==> src/rtl/mc_ctrl_pkg.sv <==
// Shared encodings for the multicycle MIPS-subset controller: states, opcodes,
// ALU/mux select codes and the control-word payload.
package mc_ctrl_pkg;

    localparam int unsigned OPCODE_W = 6;
    localparam int unsigned ST_W     = 4;
    localparam int unsigned SEL_W    = 2;

    typedef enum logic [ST_W-1:0] {
        FETCH  = 4'd0,
        DECODE = 4'd1,
        MEMADR = 4'd2,
        MEMRD  = 4'd3,
        MEMWB  = 4'd4,
        MEMWR  = 4'd5,
        EXEC   = 4'd6,
        ALUWB  = 4'd7,
        BRANCH = 4'd8,
        JUMP   = 4'd9,
        ADDIEX = 4'd10,
        IMMWB  = 4'd11,
        ORIEX  = 4'd12,
        TRAP   = 4'd13
    } state_t;

    localparam logic [OPCODE_W-1:0] OP_RTYPE = 6'b000000;
    localparam logic [OPCODE_W-1:0] OP_LW    = 6'b100011;
    localparam logic [OPCODE_W-1:0] OP_SW    = 6'b101011;
    localparam logic [OPCODE_W-1:0] OP_BEQ   = 6'b000100;
    localparam logic [OPCODE_W-1:0] OP_J     = 6'b000010;
    localparam logic [OPCODE_W-1:0] OP_ADDI  = 6'b001000;
    localparam logic [OPCODE_W-1:0] OP_ORI   = 6'b001101;

    localparam logic [SEL_W-1:0] ALUOP_ADD   = 2'b00;
    localparam logic [SEL_W-1:0] ALUOP_SUB   = 2'b01;
    localparam logic [SEL_W-1:0] ALUOP_FUNCT = 2'b10;
    localparam logic [SEL_W-1:0] ALUOP_OR    = 2'b11;

    localparam logic [SEL_W-1:0] SRCB_B       = 2'b00;
    localparam logic [SEL_W-1:0] SRCB_FOUR    = 2'b01;
    localparam logic [SEL_W-1:0] SRCB_IMM     = 2'b10;
    localparam logic [SEL_W-1:0] SRCB_IMM_SH2 = 2'b11;

    localparam logic [SEL_W-1:0] PCSRC_ALU    = 2'b00;
    localparam logic [SEL_W-1:0] PCSRC_ALUOUT = 2'b01;
    localparam logic [SEL_W-1:0] PCSRC_JUMP   = 2'b10;

    typedef struct packed {
        logic             pcwrite;
        logic             pcwritecond;
        logic             iord;
        logic             memread;
        logic             memwrite;
        logic             irwrite;
        logic             regdst;
        logic             memtoreg;
        logic             regwrite;
        logic             alusrca;
        logic [SEL_W-1:0] alusrcb;
        logic [SEL_W-1:0] aluop;
        logic [SEL_W-1:0] pcsource;
    } ctrl_word_t;

endpackage

==> src/rtl/mc_ctrl_outdec.sv <==
// Pure state-to-control-word decoder; FETCH write enables wait for memory ready.
module mc_ctrl_outdec
    import mc_ctrl_pkg::*;
(
    input  state_t     state,
    input  logic       mem_rdy,
    output ctrl_word_t cw
);

    always_comb begin
        cw = '0;
        case (state)
            FETCH: begin
                cw.memread  = 1'b1;
                cw.irwrite  = mem_rdy;
                cw.pcwrite  = mem_rdy;
                cw.alusrcb  = SRCB_FOUR;
                cw.aluop    = ALUOP_ADD;
                cw.pcsource = PCSRC_ALU;
            end
            DECODE: begin
                cw.alusrcb = SRCB_IMM_SH2;
                cw.aluop   = ALUOP_ADD;
            end
            MEMADR, ADDIEX: begin
                cw.alusrca = 1'b1;
                cw.alusrcb = SRCB_IMM;
                cw.aluop   = ALUOP_ADD;
            end
            MEMRD: begin
                cw.memread = 1'b1;
                cw.iord    = 1'b1;
            end
            MEMWB: begin
                cw.memtoreg = 1'b1;
                cw.regwrite = 1'b1;
            end
            MEMWR: begin
                cw.memwrite = 1'b1;
                cw.iord     = 1'b1;
            end
            EXEC: begin
                cw.alusrca = 1'b1;
                cw.alusrcb = SRCB_B;
                cw.aluop   = ALUOP_FUNCT;
            end
            ALUWB: begin
                cw.regdst   = 1'b1;
                cw.regwrite = 1'b1;
            end
            BRANCH: begin
                cw.alusrca     = 1'b1;
                cw.alusrcb     = SRCB_B;
                cw.aluop       = ALUOP_SUB;
                cw.pcsource    = PCSRC_ALUOUT;
                cw.pcwritecond = 1'b1;
            end
            JUMP: begin
                cw.pcsource = PCSRC_JUMP;
                cw.pcwrite  = 1'b1;
            end
            ORIEX: begin
                cw.alusrca = 1'b1;
                cw.alusrcb = SRCB_IMM;
                cw.aluop   = ALUOP_OR;
            end
            IMMWB: begin
                cw.regwrite = 1'b1;
            end
            default: cw = '0;
        endcase
    end

endmodule

==> src/rtl/mc_main_ctrl.sv <==
// Multicycle main control FSM for the MIPS-subset datapath.
// Define ILLEGAL_OP_TRAP_EN to trap unknown opcodes in TRAP and expose IllegalOp.
module mc_main_ctrl
    import mc_ctrl_pkg::*;
#(
    parameter int unsigned STATE_W       = 4,
    parameter bit          USE_MEM_READY = 1'b1
) (
    input  logic                Clk,
    input  logic                Reset,
    input  logic [OPCODE_W-1:0] Opcode,
    input  logic                Zero,
    input  logic                MemReady,
    output logic                PCEn,
    output logic                IorD,
    output logic                MemRead,
    output logic                MemWrite,
    output logic                IRWrite,
    output logic                RegDst,
    output logic                MemtoReg,
    output logic                RegWrite,
    output logic                ALUSrcA,
    output logic [SEL_W-1:0]    ALUSrcB,
    output logic [SEL_W-1:0]    ALUOp,
    output logic [SEL_W-1:0]    PCSource,
    output logic [STATE_W-1:0]  State
`ifdef ILLEGAL_OP_TRAP_EN
    ,
    output logic                IllegalOp
`endif
);

    state_t     state_q;
    state_t     state_d;
    logic       mem_rdy;
    ctrl_word_t cw;
    ctrl_word_t cw_g;

    assign mem_rdy = USE_MEM_READY ? MemReady : 1'b1;

    // State register
    always_ff @(posedge Clk) begin
        if (Reset) begin
            state_q <= FETCH;
        end else begin
            state_q <= state_d;
        end
    end

    // Next-state logic; Opcode is only consulted in DECODE and MEMADR
    always_comb begin
        state_d = FETCH;
        case (state_q)
            FETCH:  state_d = mem_rdy ? DECODE : FETCH;
            DECODE: begin
                case (Opcode)
                    OP_LW, OP_SW: state_d = MEMADR;
                    OP_RTYPE:     state_d = EXEC;
                    OP_BEQ:       state_d = BRANCH;
                    OP_J:         state_d = JUMP;
                    OP_ADDI:      state_d = ADDIEX;
                    OP_ORI:       state_d = ORIEX;
`ifdef ILLEGAL_OP_TRAP_EN
                    default:      state_d = TRAP;
`else
                    default:      state_d = FETCH;
`endif
                endcase
            end
            MEMADR: state_d = (Opcode == OP_LW) ? MEMRD : MEMWR;
            MEMRD:  state_d = mem_rdy ? MEMWB : MEMRD;
            MEMWB:  state_d = FETCH;
            MEMWR:  state_d = mem_rdy ? FETCH : MEMWR;
            EXEC:   state_d = ALUWB;
            ALUWB:  state_d = FETCH;
            BRANCH: state_d = FETCH;
            JUMP:   state_d = FETCH;
            ADDIEX: state_d = IMMWB;
            ORIEX:  state_d = IMMWB;
            IMMWB:  state_d = FETCH;
`ifdef ILLEGAL_OP_TRAP_EN
            TRAP:   state_d = TRAP;
`endif
            default: state_d = FETCH;
        endcase
    end

    mc_ctrl_outdec u_outdec (
        .state   (state_q),
        .mem_rdy (mem_rdy),
        .cw      (cw)
    );

    // Reset blanks every output so no partial write lands in the reset cycle
    assign cw_g = Reset ? '0 : cw;

    assign PCEn     = cw_g.pcwrite | (cw_g.pcwritecond & Zero);
    assign IorD     = cw_g.iord;
    assign MemRead  = cw_g.memread;
    assign MemWrite = cw_g.memwrite;
    assign IRWrite  = cw_g.irwrite;
    assign RegDst   = cw_g.regdst;
    assign MemtoReg = cw_g.memtoreg;
    assign RegWrite = cw_g.regwrite;
    assign ALUSrcA  = cw_g.alusrca;
    assign ALUSrcB  = cw_g.alusrcb;
    assign ALUOp    = cw_g.aluop;
    assign PCSource = cw_g.pcsource;
    assign State    = Reset ? '0 : STATE_W'(state_q);

`ifdef ILLEGAL_OP_TRAP_EN
    assign IllegalOp = ~Reset & (state_q == TRAP);
`endif

endmodule

==> config.mk <==
export PLATFORM = sky130hd
export DESIGN_NAME = mc_main_ctrl
export DESIGN_NICKNAME = d
export VERILOG_FILES = /design/src/rtl/mc_ctrl_pkg.sv /design/src/rtl/mc_ctrl_outdec.sv /design/src/rtl/mc_main_ctrl.sv
export SDC_FILE = /design/constraint.sdc
export NUM_CORES = 1
export LEC_CHECK = 0
export CAP_MARGIN = 20
export CORE_MARGIN = 5
export CORE_UTILIZATION = 44
export DETAILED_ROUTE_END_ITERATION = 16
export PLACE_DENSITY = 0.75
export SYNTH_ARGS = -nofsm -noshare
export SYNTH_HDL_FRONTEND = slang
export SYNTH_HIERARCHICAL = 1
export SYNTH_SLANG_ARGS = --single-unit
export TNS_END_PERCENT = 1
==> constraint.sdc <==
create_clock -name Clk -period 1.86 [get_ports Clk]
set_clock_uncertainty 0.1 [all_clocks]
set_input_delay 0.558 -clock Clk [delete_from_list [all_inputs] [get_ports Clk]]
set_output_delay 0.558 -clock Clk [all_outputs]
set_load 0.01 [all_outputs]
==> results.md <==
- The standard cell with the maximum stage delay on the critical path is or3b_1.
- The number of hold violations in the final report came to 0.
- In the final routed layout, each cell accounts on average for 16.5 µm.
- The share of the yosys chip area belonging to registers is 0.101.
- The net count of the mapped netlist is 122.
- The number of clock buffers added by TritonCTS is 3.
- The weighted congestion reported at the end of routability-driven placement is 0.874.
- The pre-CTS worst setup slack is -1070 ps.
- The most used flip-flop cell after synthesis is dfxtp_1.
- The total global routing overflow is 0.
- Of the available clock period, the critical path in the final layout requires 1.13.
- The biggest area contributor in the post-synthesis netlist is nor2b_1.
- The synthesis-to-layout area growth is 76.1%.
- Along the worst hold path, the cell count comes to 4.
- The synthesized design contains 0 enable-type register cells.
- For this run, global-route usage on met1 was measured as 0.247.
- The transition time of the tightest slew-check pin is 452 ps.
- After the last flow step, the layout net total stands at 178.
- The standard-cell row count is 15.
- Entering global routing, the biggest net connects 13 pins.
- The via count of the first global-routing pass was 962.
- Across all layers, the routed design uses 1076 vias.
- The largest registers in the layout are state_q (4).
- The leakage power total is 0.614 nW.
- The max-cap check violation count is 0.
- In the routed design, unresolved DRC markers number 0.
- In the post-route analysis, the smallest setup slack over all paths is -239 ps.
- At the worst endpoint, the required time is 1200 ps.
- In the global route stage, met3 resource usage came out at 0.0171.
- The clock latency at the later pin of the worst-skew pair is 230 ps.
- After synthesis the cells add up to 791 µm².
- Setup violations remaining at the end of the flow were counted as 17.
- The number of primary I/O pins is 29.
- Leaving out fill and tap cells, the most frequent cell in the layout is buf_4.
- TritonCTS built the clock tree.
- In the layout the commonest cells are buf_4, buf_2, nor2b_1.
- The worst setup path is captured at an output pin.
- The most flop-heavy register is state_q.
- The gate count after technology mapping is 112.
- The share of synthesized area in the top cell type comes to 0.127.
- The count of warnings emitted by yosys is 6.
- By startpoint and endpoint, the worst setup path is classified as reg2out.
- The die outline area is 0.00275 mm².
- The met2 layer usage reported by global route is 0.409.
- The share of post-route cells with drive strength above 1 is 0.512.
- In this run, the number of DRC markers left after iteration 0 of detailed routing was 29.
- In the post-synthesis netlist, the biggest area contributors are nor2b_1, dfxtp_1, xnor2_1.
- The number of buffers inserted for hold repair after clock tree synthesis is 0.
- Setup repair after global routing could not meet its margin everywhere.
- The number of register bits inferred by synthesis is 4.
- The shortest period the worst path allows is 2100 ps.
- The largest single stage delay on the critical path is 390 ps.
- The die is 52.4 µm tall.
- In this run the tightest slew margin relative to its limit is 0.698.
- Data arrives at the worst endpoint at 1440 ps.
- The design draws 0.000684 W.
- The total wirelength of the detailed-routed design is 3160 µm.
- The number of nets with antenna violations after routing is 0.
- The placed instances occupy a cell area of 0.00127 mm².
- The clock sink count is 4.
- The global routing usage summed across all routing layers is 0.215.
- The startpoint of the most critical register-to-register path is state_q[1].
- For this run, the top clock speed supported by timing is 476 MHz.
- The run finished, with violations left.
- The via density per instance is 5.63.
- Dividing total power by cell area gives a power density of 491 mW/mm².
- The clock tree root buffer cell is clkbuf_4.
- The length of the first detailed-routing pass in iterations is 4.
- In this run the critical register-to-register path is captured at state_q[1].
- The number of slew-limit violations in the final report is 0.
- The critical path goes through or3b_1, a211oi_2, a21oi_1, nor2_1, buf_2.
- The longest clock path from root to sink contains 2 buffers.
- Of all nets on the critical path, the largest fanout is 8.
- The number of antenna violations at the first check in global routing is 0.
- The count of buffers added on input and output ports is 28.
- The post-route standard cell area excluding fillers is 0.00139 mm².
- The CTS H-tree depth is 1.
- The share of flip-flops with an asynchronous set or reset is 0.
- The utilization after layout is 0.807.
- The number of different library cells used by synthesis comes to 45.
- The worst hold path endpoint is state_q[2].
- After clock tree synthesis, the clock-pin slew on the worst setup and hold paths is 40 ps.
- The register-to-register setup slack is -170 ps.
- The worst hold path class is reg2reg.
- From left edge to right edge, the die measures 52.4 µm.
- Measured in cells, the most critical reg-to-reg path has a length of 6.
- The register with the most flip-flops in the layout has 4 of them.
- STA classifies the critical path startpoint as a flop.
- In this run the most critical hold path is launched from state_q[0].
- The worst voltage drop across the vdd grid is 474 µV.
- The checks that failed: negative setup slack.
- The final hold slack is 748 ps.
- After legalization and detailed placement, the total HPWL measured 1880 µm.
- The core region is 0.00173 mm².
- met2 is the most crowded layer.
- Each instance of the synthesized netlist takes up on average 7.06 µm².
- The first-pass GRT wire length is 4460 µm.
- The initial cell density of the core is 0.458.
- The antenna cell count is 0.
-- synthesized netlist by cell type (3+ instances only) --
master / count
nand2_1: 5
or3_1: 3
nor3_1: 5
dfxtp_1: 4
a21oi_1: 6
nand2b_1: 5
nor2_1: 9
nor3b_1: 3
xnor2_1: 4
nor4_1: 3
buf_4: 3
clkbuf_1: 4
nor2b_1: 16
o21bai_1: 3
-- power breakdown --
group / switching (W) / internal (W) / total, W
clock network: 0.0000328 / 0.0000720 / 0.000105
logic: 0.000209 / 0.000245 / 0.000453
registers: 0.0000291 / 0.0000972 / 0.000126
-- per-layer routing --
layer,vias up,part of all wire
li1,514,-
met1,512,0.38
met2,37,0.54
met3,13,0.043
met4,0,0.034
met5,-,0
-- logic make-up after synthesis --
kind of cell	count (synthesis)	synth area share
simple gates	66	0.524
xor+xnor	6	0.0665
compound gates	23	0.204
mux	1	0.0127
flops	4	0.101
buf+inv	12	0.0918
-- worst max path at each step --
stage	startpoint	to
finish	state_q[0]	PCEn
global route	state_q[0]	PCEn
CTS	MemReady	PCEn
detailed placement	MemReady	PCEn
global placement	MemReady	PCEn
floorplan	MemReady	PCEn
-- repair_timing --
action                     CTS  global route
cloned                       1             0
pin swaps                   11             8
setup buffers                0             2
gates resized for setup    103            17
setup endpoints to repair   23            23
-- final cells by class --
| class | count | area (µm²) |
|---|---|---|
| sequential | 4 | 95.1 |
| fill | 121 | 334 |
| tap | 25 | 31.3 |
| clock buffer | 3 | 22.5 |
| timing repair buffer | 61 | 493 |
| multi-input combinational | 96 | 743 |
| inverter | 2 | 7.51 |
-- worst max-delay path: cells and delay by family (launching register included) --
kind / cells / cell delay [ps]
compound gates: 2 / 250
buf+inv: 1 / 130
simple gates: 2 / 470
flops: 1 / 360
-- through the flow --
stage | cells | TNS (ps)
6_report | 191 | -1950
5_1_grt | 191 | -3360
4_1_cts | 189 | -1860
3_5_place_dp | 185 | -14350
3_3_place_gp | 185 | -14010
2_1_floorplan | 112 | -86.1
(Power assumes the default switching activity.)
